$ cat config.mk
export PLATFORM = sky130hd
export DESIGN_NAME = timer_sched
export DESIGN_NICKNAME = d
export VERILOG_FILES = /design/src/rtl/timer_sched_pkg.sv /design/src/rtl/timer_prescaler.sv /design/src/rtl/timer_sched.sv
export SDC_FILE = /design/constraint.sdc
export NUM_CORES = 1
export LEC_CHECK = 0
export ABC_AREA = 1
export CAP_MARGIN = 20
export CORE_MARGIN = 3
export CORE_UTILIZATION = 52
export DETAILED_ROUTE_END_ITERATION = 8
export PLACE_DENSITY_LB_ADDON = 0.25
export SYNTH_ARGS = -nofsm -noshare
export SYNTH_HDL_FRONTEND = slang
export SYNTH_SLANG_ARGS = --single-unit
$ cat constraint.sdc
create_clock -name clk -period 3.15 [get_ports clk]
set_clock_uncertainty 0.2 [all_clocks]
set_input_delay 0.63 -clock clk [delete_from_list [all_inputs] [get_ports clk]]
set_output_delay 0.63 -clock clk [all_outputs]
set_load 0.03 [all_outputs]
$ cat src/rtl/timer_sched_pkg.sv
`default_nettype none
// ============================================================================
// Module      : timer_sched_pkg
// Description : Shared definitions for the multi-channel timer scheduler:
//               channel command encodings and scan FSM state type.
// Revision    : 1.0 - initial release
// ============================================================================
package timer_sched_pkg;

   // cfg_cmd encodings
   localparam logic [1:0] CMD_NOP      = 2'b00;
   localparam logic [1:0] CMD_ONESHOT  = 2'b01;
   localparam logic [1:0] CMD_PERIODIC = 2'b10;
   localparam logic [1:0] CMD_STOP     = 2'b11;

   // Scan FSM states
   typedef enum logic [0:0] {
      ST_IDLE = 1'b0,
      ST_SCAN = 1'b1
   } scan_state_t;

endpackage : timer_sched_pkg
`default_nettype wire

$ cat src/rtl/timer_prescaler.sv
`default_nettype none
// ============================================================================
// Module      : timer_prescaler
// Description : Free-running prescaler. The counter wraps to 0 when it equals
//               prescale and a 1-cycle tick is emitted on that cycle, giving a
//               tick period of prescale+1 clk cycles.
// Ports       : clk      - system clock
//               resetn   - asynchronous active-low reset
//               prescale - tick period minus 1, in clk cycles
//               tick     - 1-cycle tick strobe
// Revision    : 1.0 - initial release
// ============================================================================
module timer_prescaler #(
   parameter int PRE_W = 16
) (
   input  logic             clk,
   input  logic             resetn,
   input  logic [PRE_W-1:0] prescale,
   output logic             tick
);

   logic [PRE_W-1:0] r_cnt;

   assign tick = (r_cnt == prescale);

   always_ff @(posedge clk or negedge resetn) begin
      if (!resetn) begin
         r_cnt <= '0;
      end else if (tick) begin
         r_cnt <= '0;
      end else begin
         r_cnt <= r_cnt + 1'b1;
      end
   end

endmodule : timer_prescaler
`default_nettype wire

$ cat src/rtl/timer_sched.sv
`default_nettype none
// ============================================================================
// Module      : timer_sched
// Description : Multi-channel timer scheduler. A shared prescaler tick starts
//               a scan that services one channel per cycle through a single
//               decrement datapath (decrement, expire, reload).
// Ports       : clk, resetn           - clock, async active-low reset
//               prescale              - tick period minus 1
//               cfg_we/ch/cmd/load    - channel command (nop/oneshot/periodic/stop)
//               irq_en_we/irq_en_d    - IRQ enable write
//               clr_we/clr_mask       - write-1-to-clear of pending
//               rd_ch/rd_count        - combinational count readback
//               active, pending       - per-channel run / expiry flags
//               irq                   - registered OR of pending & irq_en
//               busy                  - scan in progress
//               overrun               - sticky, tick arrived during a scan
//               missed                - (TIMER_SCHED_MISS_EN only) expiry while
//                                       pending was already set
// Options     : `define TIMER_SCHED_MISS_EN adds the missed output.
// Revision    : 1.0 - initial release
// ============================================================================
module timer_sched
   import timer_sched_pkg::*;
#(
   parameter int NUM_CH = 4,
   parameter int CNT_W  = 32,
   parameter int PRE_W  = 16
) (
   input  logic                      clk,
   input  logic                      resetn,
   input  logic [PRE_W-1:0]          prescale,
   input  logic                      cfg_we,
   input  logic [$clog2(NUM_CH)-1:0] cfg_ch,
   input  logic [1:0]                cfg_cmd,
   input  logic [CNT_W-1:0]          cfg_load,
   input  logic                      irq_en_we,
   input  logic [NUM_CH-1:0]         irq_en_d,
   input  logic                      clr_we,
   input  logic [NUM_CH-1:0]         clr_mask,
   input  logic [$clog2(NUM_CH)-1:0] rd_ch,
   output logic [CNT_W-1:0]          rd_count,
   output logic [NUM_CH-1:0]         active,
   output logic [NUM_CH-1:0]         pending,
   output logic                      irq,
   output logic                      busy,
   output logic                      overrun
`ifdef TIMER_SCHED_MISS_EN
   ,
   output logic [NUM_CH-1:0]         missed
`endif
);

   localparam int IDX_W = $clog2(NUM_CH);

   logic                tick;
   scan_state_t         r_state, w_state_nxt;
   logic [IDX_W-1:0]    r_idx, w_idx_nxt;

   logic [CNT_W-1:0]    r_count [NUM_CH];
   logic [CNT_W-1:0]    r_load  [NUM_CH];
   logic [NUM_CH-1:0]   r_active, r_periodic, r_pending, r_irq_en;
   logic                r_irq, r_overrun;

   logic [NUM_CH-1:0]   w_cmd, w_svc, w_exp, w_clr;

   timer_prescaler #(.PRE_W(PRE_W)) u_prescaler (
      .clk      (clk),
      .resetn   (resetn),
      .prescale (prescale),
      .tick     (tick)
   );

   // ---------------- scan FSM ----------------
   always_ff @(posedge clk or negedge resetn) begin
      if (!resetn) begin
         r_state <= ST_IDLE;
         r_idx   <= '0;
      end else begin
         r_state <= w_state_nxt;
         r_idx   <= w_idx_nxt;
      end
   end

   always_comb begin
      w_state_nxt = r_state;
      w_idx_nxt   = r_idx;
      busy        = 1'b0;
      case (r_state)
         ST_IDLE: begin
            if (tick) begin
               w_state_nxt = ST_SCAN;
               w_idx_nxt   = '0;
            end
         end
         ST_SCAN: begin
            busy = 1'b1;
            if (r_idx == IDX_W'(NUM_CH - 1)) begin
               w_state_nxt = ST_IDLE;
               w_idx_nxt   = '0;
            end else begin
               w_idx_nxt = r_idx + 1'b1;
            end
         end
         default: begin
            w_state_nxt = ST_IDLE;
            w_idx_nxt   = '0;
         end
      endcase
   end

   // ---------------- per-channel decode ----------------
   // A real command (not nop) to a channel suppresses that channel's scan
   // update in the same cycle, including any expiry it would have produced.
   for (genvar i = 0; i < NUM_CH; i++) begin : g_ch
      assign w_cmd[i] = cfg_we && (cfg_ch == IDX_W'(i)) && (cfg_cmd != CMD_NOP);
      assign w_svc[i] = (r_state == ST_SCAN) && (r_idx == IDX_W'(i)) && r_active[i];
      assign w_exp[i] = w_svc[i] && !w_cmd[i] && (r_count[i] == '0);
   end

   assign w_clr = clr_we ? clr_mask : '0;

   // ---------------- channel state ----------------
   always_ff @(posedge clk or negedge resetn) begin
      if (!resetn) begin
         for (int i = 0; i < NUM_CH; i++) begin
            r_count[i] <= '0;
            r_load[i]  <= '0;
         end
         r_active   <= '0;
         r_periodic <= '0;
      end else begin
         for (int i = 0; i < NUM_CH; i++) begin
            if (w_cmd[i]) begin
               if (cfg_cmd == CMD_STOP) begin
                  r_active[i] <= 1'b0;
               end else begin
                  r_load[i]     <= cfg_load;
                  r_count[i]    <= cfg_load;
                  r_active[i]   <= 1'b1;
                  r_periodic[i] <= (cfg_cmd == CMD_PERIODIC);
               end
            end else if (w_svc[i]) begin
               if (r_count[i] != '0) begin
                  r_count[i] <= r_count[i] - 1'b1;
               end else if (r_periodic[i]) begin
                  r_count[i] <= r_load[i];
               end else begin
                  r_active[i] <= 1'b0;
               end
            end
         end
      end
   end

   // ---------------- flags, irq, overrun ----------------
   always_ff @(posedge clk or negedge resetn) begin
      if (!resetn) begin
         r_pending <= '0;
         r_irq_en  <= '0;
         r_irq     <= 1'b0;
         r_overrun <= 1'b0;
      end else begin
         // set has priority over clear
         r_pending <= (r_pending & ~w_clr) | w_exp;
         if (irq_en_we) begin
            r_irq_en <= irq_en_d;
         end
         r_irq <= |(r_pending & r_irq_en);
         if (tick && (r_state == ST_SCAN)) begin
            r_overrun <= 1'b1;
         end
      end
   end

`ifdef TIMER_SCHED_MISS_EN
   logic [NUM_CH-1:0] r_missed;

   always_ff @(posedge clk or negedge resetn) begin
      if (!resetn) begin
         r_missed <= '0;
      end else begin
         r_missed <= (r_missed & ~w_clr) | (w_exp & r_pending);
      end
   end

   assign missed = r_missed;
`endif

   // ---------------- readback ----------------
   always_comb begin
      rd_count = '0;
      for (int i = 0; i < NUM_CH; i++) begin
         if (rd_ch == IDX_W'(i)) begin
            rd_count = r_count[i];
         end
      end
   end

   assign active  = r_active;
   assign pending = r_pending;
   assign irq     = r_irq;
   assign overrun = r_overrun;

endmodule : timer_sched
`default_nettype wire

==> results.ini, run 1 <==
[worst_setup_path]
r2r_end = r_count[58]
r2r-start = r_count[32]
r2r_cells = 10
cp-end-kind = output pin
worstPathArrival_ns = 2.23
crit_path_max_fanout = 14
critPathRequiredTime_ns = 2.32
critPathKind = input pin to output pin
startpoint_type = input pin
rrSetupSlack_ns = 0.42

[hold_path]
whs_endpoint = r_load[26]
hold_depth = 2
hp-class = register to register
hp-start = r_load[26]

[clocking]
clock_sinks = 293
clk_pin_slew_ns = 0.06
cts-buffers-inserted = 34
cts_tree = done
clockRootBuffer = clkbuf_16
cts.htree.levels = 2
clk_path_buf_depth = 3
worstSkewPairLatency_ns = 0.57
postCtsSetupBuffers = 0

[power_and_ir_drop]
ir_drop_uv = 601.5
power_density_nw_per_um2 = 755.0
leakagePower_nw = 11.10
p_total_mw = 16.65

[logic_synthesis]
seq_area_frac_synth_pct = 38.58
synth.ff_latch_count = 293
ys.flop_type = dfrtp_1
syn-num-nets = 3012
avgSynthCellArea_um2 = 6.482
syn_inst = 2932
ys_warn_count = 0
syn_area_um2 = 19010
async_reset_ff_share_pct = 100.0
synth_edf_count = 0
synth.lib_cells_used.distinct = 36

[global_route]
grtUsageTotal_pct = 40.52
grt-ovfl-total = 0
grt_pass1_vias = 19833
grt_max_degree = 74
grt_first_pass_wirelength_mm = 118.9
antenna_found_initial = 5

[detailed_routing]
via_count = 20723
drtAntennaViolNets = 0
drt_iter0_markers = 2440
via_per_inst = 5.886
firstDrtPassIters = 8
wl_per_cell_um = 22.59
totalWireLength_mm = 79.54
drc = 0

[placed_design]
dp_slack_ns = 0.1382
io_buffers = 109
dpl-instance-area_um2 = 20980
gp_congestion = 1.100
dpl.cell_count = 3459
dp_hpwl_mm = 59.87

[floorplan]
initial_core_util_pct = 53.05
core.rowCount = 69
die-area_um2 = 38880
die_h_um = 197.2
core_um2 = 35830
die_w_um = 197.2
ioPinCount = 110

[sta]
tns_ns = 0
rsz0062_at_grt = false
setup_violations = 0
fin_crit_ns = 3.059
drv_slew = 0
worst_pin_slew_ns = 0.8360
whs_ns = 0.2825
hold_violations = 0
slew_headroom_pct = 44.20
period_share_pct = 97.11
setup_ws_ns = 0.09119
max_freq_mhz = 326.9

[cells_and_area]
fin_cells = 3521
final_common_cell = nand2_1
postLayoutCoreUtil_pct = 61.55
finalNetCount = 3115
syn2layout_area_growth_pct = 16.04
layout_common_cells = nand2_1, nor2_1, inv_1, dfrtp_1, a21oi_1
drive_above_1_share_pct = 6.571
fin_area_um2 = 22050

[job]
maxCapViolations = 0

[outcome]
status = finished clean

[layer usage]
metal,wire (µm),global-route usage (%),share of wire (%)
met1,29650,50.29,37
met2,35760,63.96,45
met3,8991,11.63,11
met4,5132,22.36,6.5
met5,17,0,0.021
[Yosys cell counts, types with 8 or more instances]
master     instances  share of area, %
nand2_1          948                19
nor2_1           448               8.8
dfrtp_1          293                39
inv_1            293               5.8
a21oi_1          238               6.3
nand3_1          203               5.3
o21ai_0          192               5.1
clkbuf_1          58               1.1
xor2_1            40               1.8
nand4_1           28              0.92
buf_2             26              0.68
xnor2_1           17              0.78
o22ai_1           16              0.53
buf_4             13              0.51
ha_1              13              0.86
o211ai_1          13              0.51
o2111ai_1         12              0.55
nor3_1            11              0.29
nand2_2            9              0.30
nor2_2             9              0.30
buf_1              8              0.16
nor2_4             8              0.47
[state kept, by name, summed over array words and instances (netlist names)]
name,count
active,4
r_irq_en,4
r_idx,2
r_count,128
r_periodic,4
u_prescaler.r_cnt,16
r_state,1
irq,1
r_load,128
pending,4
overrun,1
[where the power goes]
group          internal [mW]  switching [mW]
sequential              4.74            1.48
combinational           2.24            4.33
clock                   2.17            1.69
total                   9.15            7.50
[timing repair]
item,in CTS,in global routing
setup endpoints to repair,0,2
endpoints found under the hold margin,56,0
hold buffers,1,0
resized for setup,0,2
[how the worst max path moves through the flow]
stage | from | cells after the start | endpoint | slack [ns]
5_1_grt | rd_ch[1] | 8 | rd_count[19] | 0.002
3_3_place_gp | rd_ch[0] | 9 | rd_count[10] | 0.12
3_5_place_dp | rd_ch[0] | 8 | rd_count[17] | 0.14
4_1_cts | rd_ch[0] | 8 | rd_count[17] | 0.13
2_1_floorplan | rd_ch[0] | 7 | rd_count[10] | 0.50
6_report | rd_ch[0] | 9 | rd_count[10] | 0.09
[final cells by class]
type | count | area [µm²]
diodes | 1 | 2.502
clock buffers | 48 | 973.4
clock inverters | 12 | 85.08
fillers | 3326 | 13770
inverters | 301 | 1130
multi-input cells | 2227 | 10020
flip-flops and latches | 293 | 7332
well taps | 461 | 576.8
repair buffers | 178 | 1937
[cells by family (layout without fill, tap and decap cells)]
| group | Yosys count | after routing | synth area share, % |
|---|---|---|---|
| fa+ha+maj | 13 | 13 | 0.8558 |
| compound gates | 479 | 479 | 13.27 |
| flops | 293 | 293 | 38.58 |
| simple gates | 1674 | 1674 | 35.64 |
| mux | 4 | 4 | 0.2370 |
| buf+inv | 412 | 539 | 8.802 |
| other cells | 0 | 1 | 0 |
| xor+xnor | 57 | 57 | 2.627 |
[critical path, cell delays in order]
cell             delay [ns]
clkdlybuf4s50_1        0.53
inv_1                  0.05
nor2_1                 0.13
inv_1                  0.09
buf_4                  0.21
o22ai_1                0.16
a21oi_1                0.07
o21ai_0                0.18
buf_12                 0.17
(Power assumes the default switching activity.)
==> run 2, diff against run 1 <==
--- a/config.mk
+++ b/config.mk
@@ -11,6 +11,7 @@
 export CORE_UTILIZATION = 52
 export DETAILED_ROUTE_END_ITERATION = 8
 export PLACE_DENSITY_LB_ADDON = 0.25
+export REMOVE_ABC_BUFFERS = 1
 export SYNTH_ARGS = -nofsm -noshare
 export SYNTH_HDL_FRONTEND = slang
 export SYNTH_SLANG_ARGS = --single-unit
==> run 2 against run 1 <==
Effect of this change: wire length down 4.0%; clock-buffer cell count did not move; flip-flop and latch count stayed put; setup slack got worse by 0.045 ns; largest power group unchanged; fmax shrank 1.5%; critical path depth unchanged; clock power grew 4%; via count decreased by 1.4%; hold slack worse by 0.0041 ns; critical path type unchanged.
==> results.ini, run 2 (synthesis gave the netlist of run 1 again) <==
[outcome]
status = finished clean

[sta]
drv_slew = 0
fin_crit_ns = 3.104
slew_headroom_pct = 49.17
max_freq_mhz = 322.2
hold_violations = 0
period_share_pct = 98.53
setup_ws_ns = 0.04618
setup_violations = 0
whs_ns = 0.2784
worst_pin_slew_ns = 0.7617

[clocking]
cts.htree.levels = 2
cts-buffers-inserted = 34
clock_sinks = 293
cts_tree = done
clk_path_buf_depth = 3
worstSkewPairLatency_ns = 0.55
clk_pin_slew_ns = 0.06
clockRootBuffer = clkbuf_16

[detailed_routing]
totalWireLength_mm = 76.39
firstDrtPassIters = 6
via_count = 20438
drt_iter0_markers = 2282
wl_per_cell_um = 21.67
drtAntennaViolNets = 0
via_per_inst = 5.798
drc = 0

[cells_and_area]
multi_input_area_um2 = 10020
layout_common_cells = nand2_1, nor2_1, dfrtp_1
syn2layout_area_growth_pct = 16.23
seq_area_um2 = 7332
n_fill_cell = 3407
diodes = 0
drive_above_1_share_pct = 6.756
final_common_cell = nand2_1
finalNetCount = 3119
largestRegisters = r_count (128), r_load (128), u_prescaler.r_cnt (16)

[hold_path]
whs_endpoint = overrun
hp-class = register to register
hold_depth = 1
hp-start = overrun

[worst_setup_path]
startpoint_type = input pin
r2r-start = r_count[11]
cp-end-kind = output pin
critical_path.startpoint = rd_ch[1]
r2r_end = active[3]
worstPathArrival_ns = 2.27
critPathRequiredTime_ns = 2.32
r2r_cells = 8
critPathKind = input pin to output pin
crit_path_max_fanout = 20
rrSetupSlack_ns = 0.63

[power_and_ir_drop]
internal-power_mw = 9.249
p_seq_share_pct = 37.8
pwr-share-comb_pct = 38.0
power_density_nw_per_um2 = 749.8
ir_drop_uv = 537.2
clockPowerShare_pct = 24.2
leakagePower_nw = 11.12
p_sw_mw = 7.313
sw_frac_of_total_pct = 44.15

[placed_design]
dp_slack_ns = 0.02724
dp_hpwl_mm = 56.35
io_buffers = 109
gp_congestion = 1.006

[floorplan]
initial_core_util_pct = 53.05
core_um2 = 35830
die_h_um = 197.2
core.rowCount = 69
ioPinCount = 110
die-area_um2 = 38880
die_w_um = 197.2

[global_route]
antenna_found_initial = 1
grtUsageTotal_pct = 39.05
grt-ovfl-total = 0
grt_first_pass_wirelength_mm = 115.1
grt_pass1_vias = 18924
grt_max_degree = 79

[job]
maxCapViolations = 0

[run 2: cell types whose count changed in the layout (fill, tap and decap cells not counted), moves of 2 or more]
| cell | delta |
|---|---|
| bufinv_16 | +2 |
| clkinv_2 | +2 |
| inv_6 | -2 |
| buf_12 | -3 |
| buf_4 | +7 |
| clkbuf_8 | -2 |
[run 2: worst max path at each step]
stage                     depth (start not counted)      endpoint  slack, ns
after global routing                              9   rd_count[9]     -0.005
after floorplan                                   8  r_count[113]      -1.28
after CTS                                         8   rd_count[1]       0.03
final                                             9  rd_count[12]       0.05
after global placement                            8   rd_count[0]       0.04
after detailed placement                          8   rd_count[1]       0.03
[run 2: routing by layer]
metal,vias to the layer above,share of wire (%),global-route usage [%]
li1,9536,-,-
met1,9594,41,53.69
met2,1083,42,57.12
met3,223,11,10.18
met4,2,6.2,19.96
met5,-,0.012,0
[run 2: stage by stage]
stage	cell area, µm²	util [%]	cells	setup TNS, ns	power [mW]
after floorplan	18460	-	2821	-126.60	9.575
after global placement	20950	58.48	3462	0	12.25
after detailed placement	20950	58.48	3462	0	12.35
after CTS	22060	61.56	3524	0	16.38
after global routing	22090	61.66	3525	-0.005295	17.50
final	22090	61.66	3525	0	16.56
[run 2: what timing repair did]
action / 4_1_cts / 5_1_grt
setup buffers: 0 / 1
hold endpoints to repair: 70 / 0
hold buffers: 1 / 0
endpoints found under the setup margin: 0 / 12
gates resized for setup: 0 / 5
[run 2: critical path: stages]
cell and delay, ns:
clkdlybuf4s50_1 0.43, buf_4 0.15, nor2_1 0.15, inv_1 0.10, buf_12 0.16, o22ai_1 0.16, a21oi_1 0.05, o21ai_0 0.18
buf_4 0.24
[run 2: power groups by stage]
stage / registers (mW) / logic (mW) / clock network, mW
CTS: 6.18 / 6.16 / 4.04
floorplan: 5.62 / 3.95 / 0
global placement: 6.22 / 6.03 / 0
global route: 6.33 / 6.96 / 4.20
detailed placement: 6.22 / 6.12 / 0
finish: 6.27 / 6.29 / 4.01
[run 2: layout make-up]
cell class / count / share of cell area (%)
well taps: 461 / 2.611
flip-flops and latches: 293 / 33.19
multi-input cells: 2227 / 45.37
repair buffers: 182 / 8.734
inverters: 301 / 5.132
clock inverters: 13 / 0.5494
clock buffers: 48 / 4.412
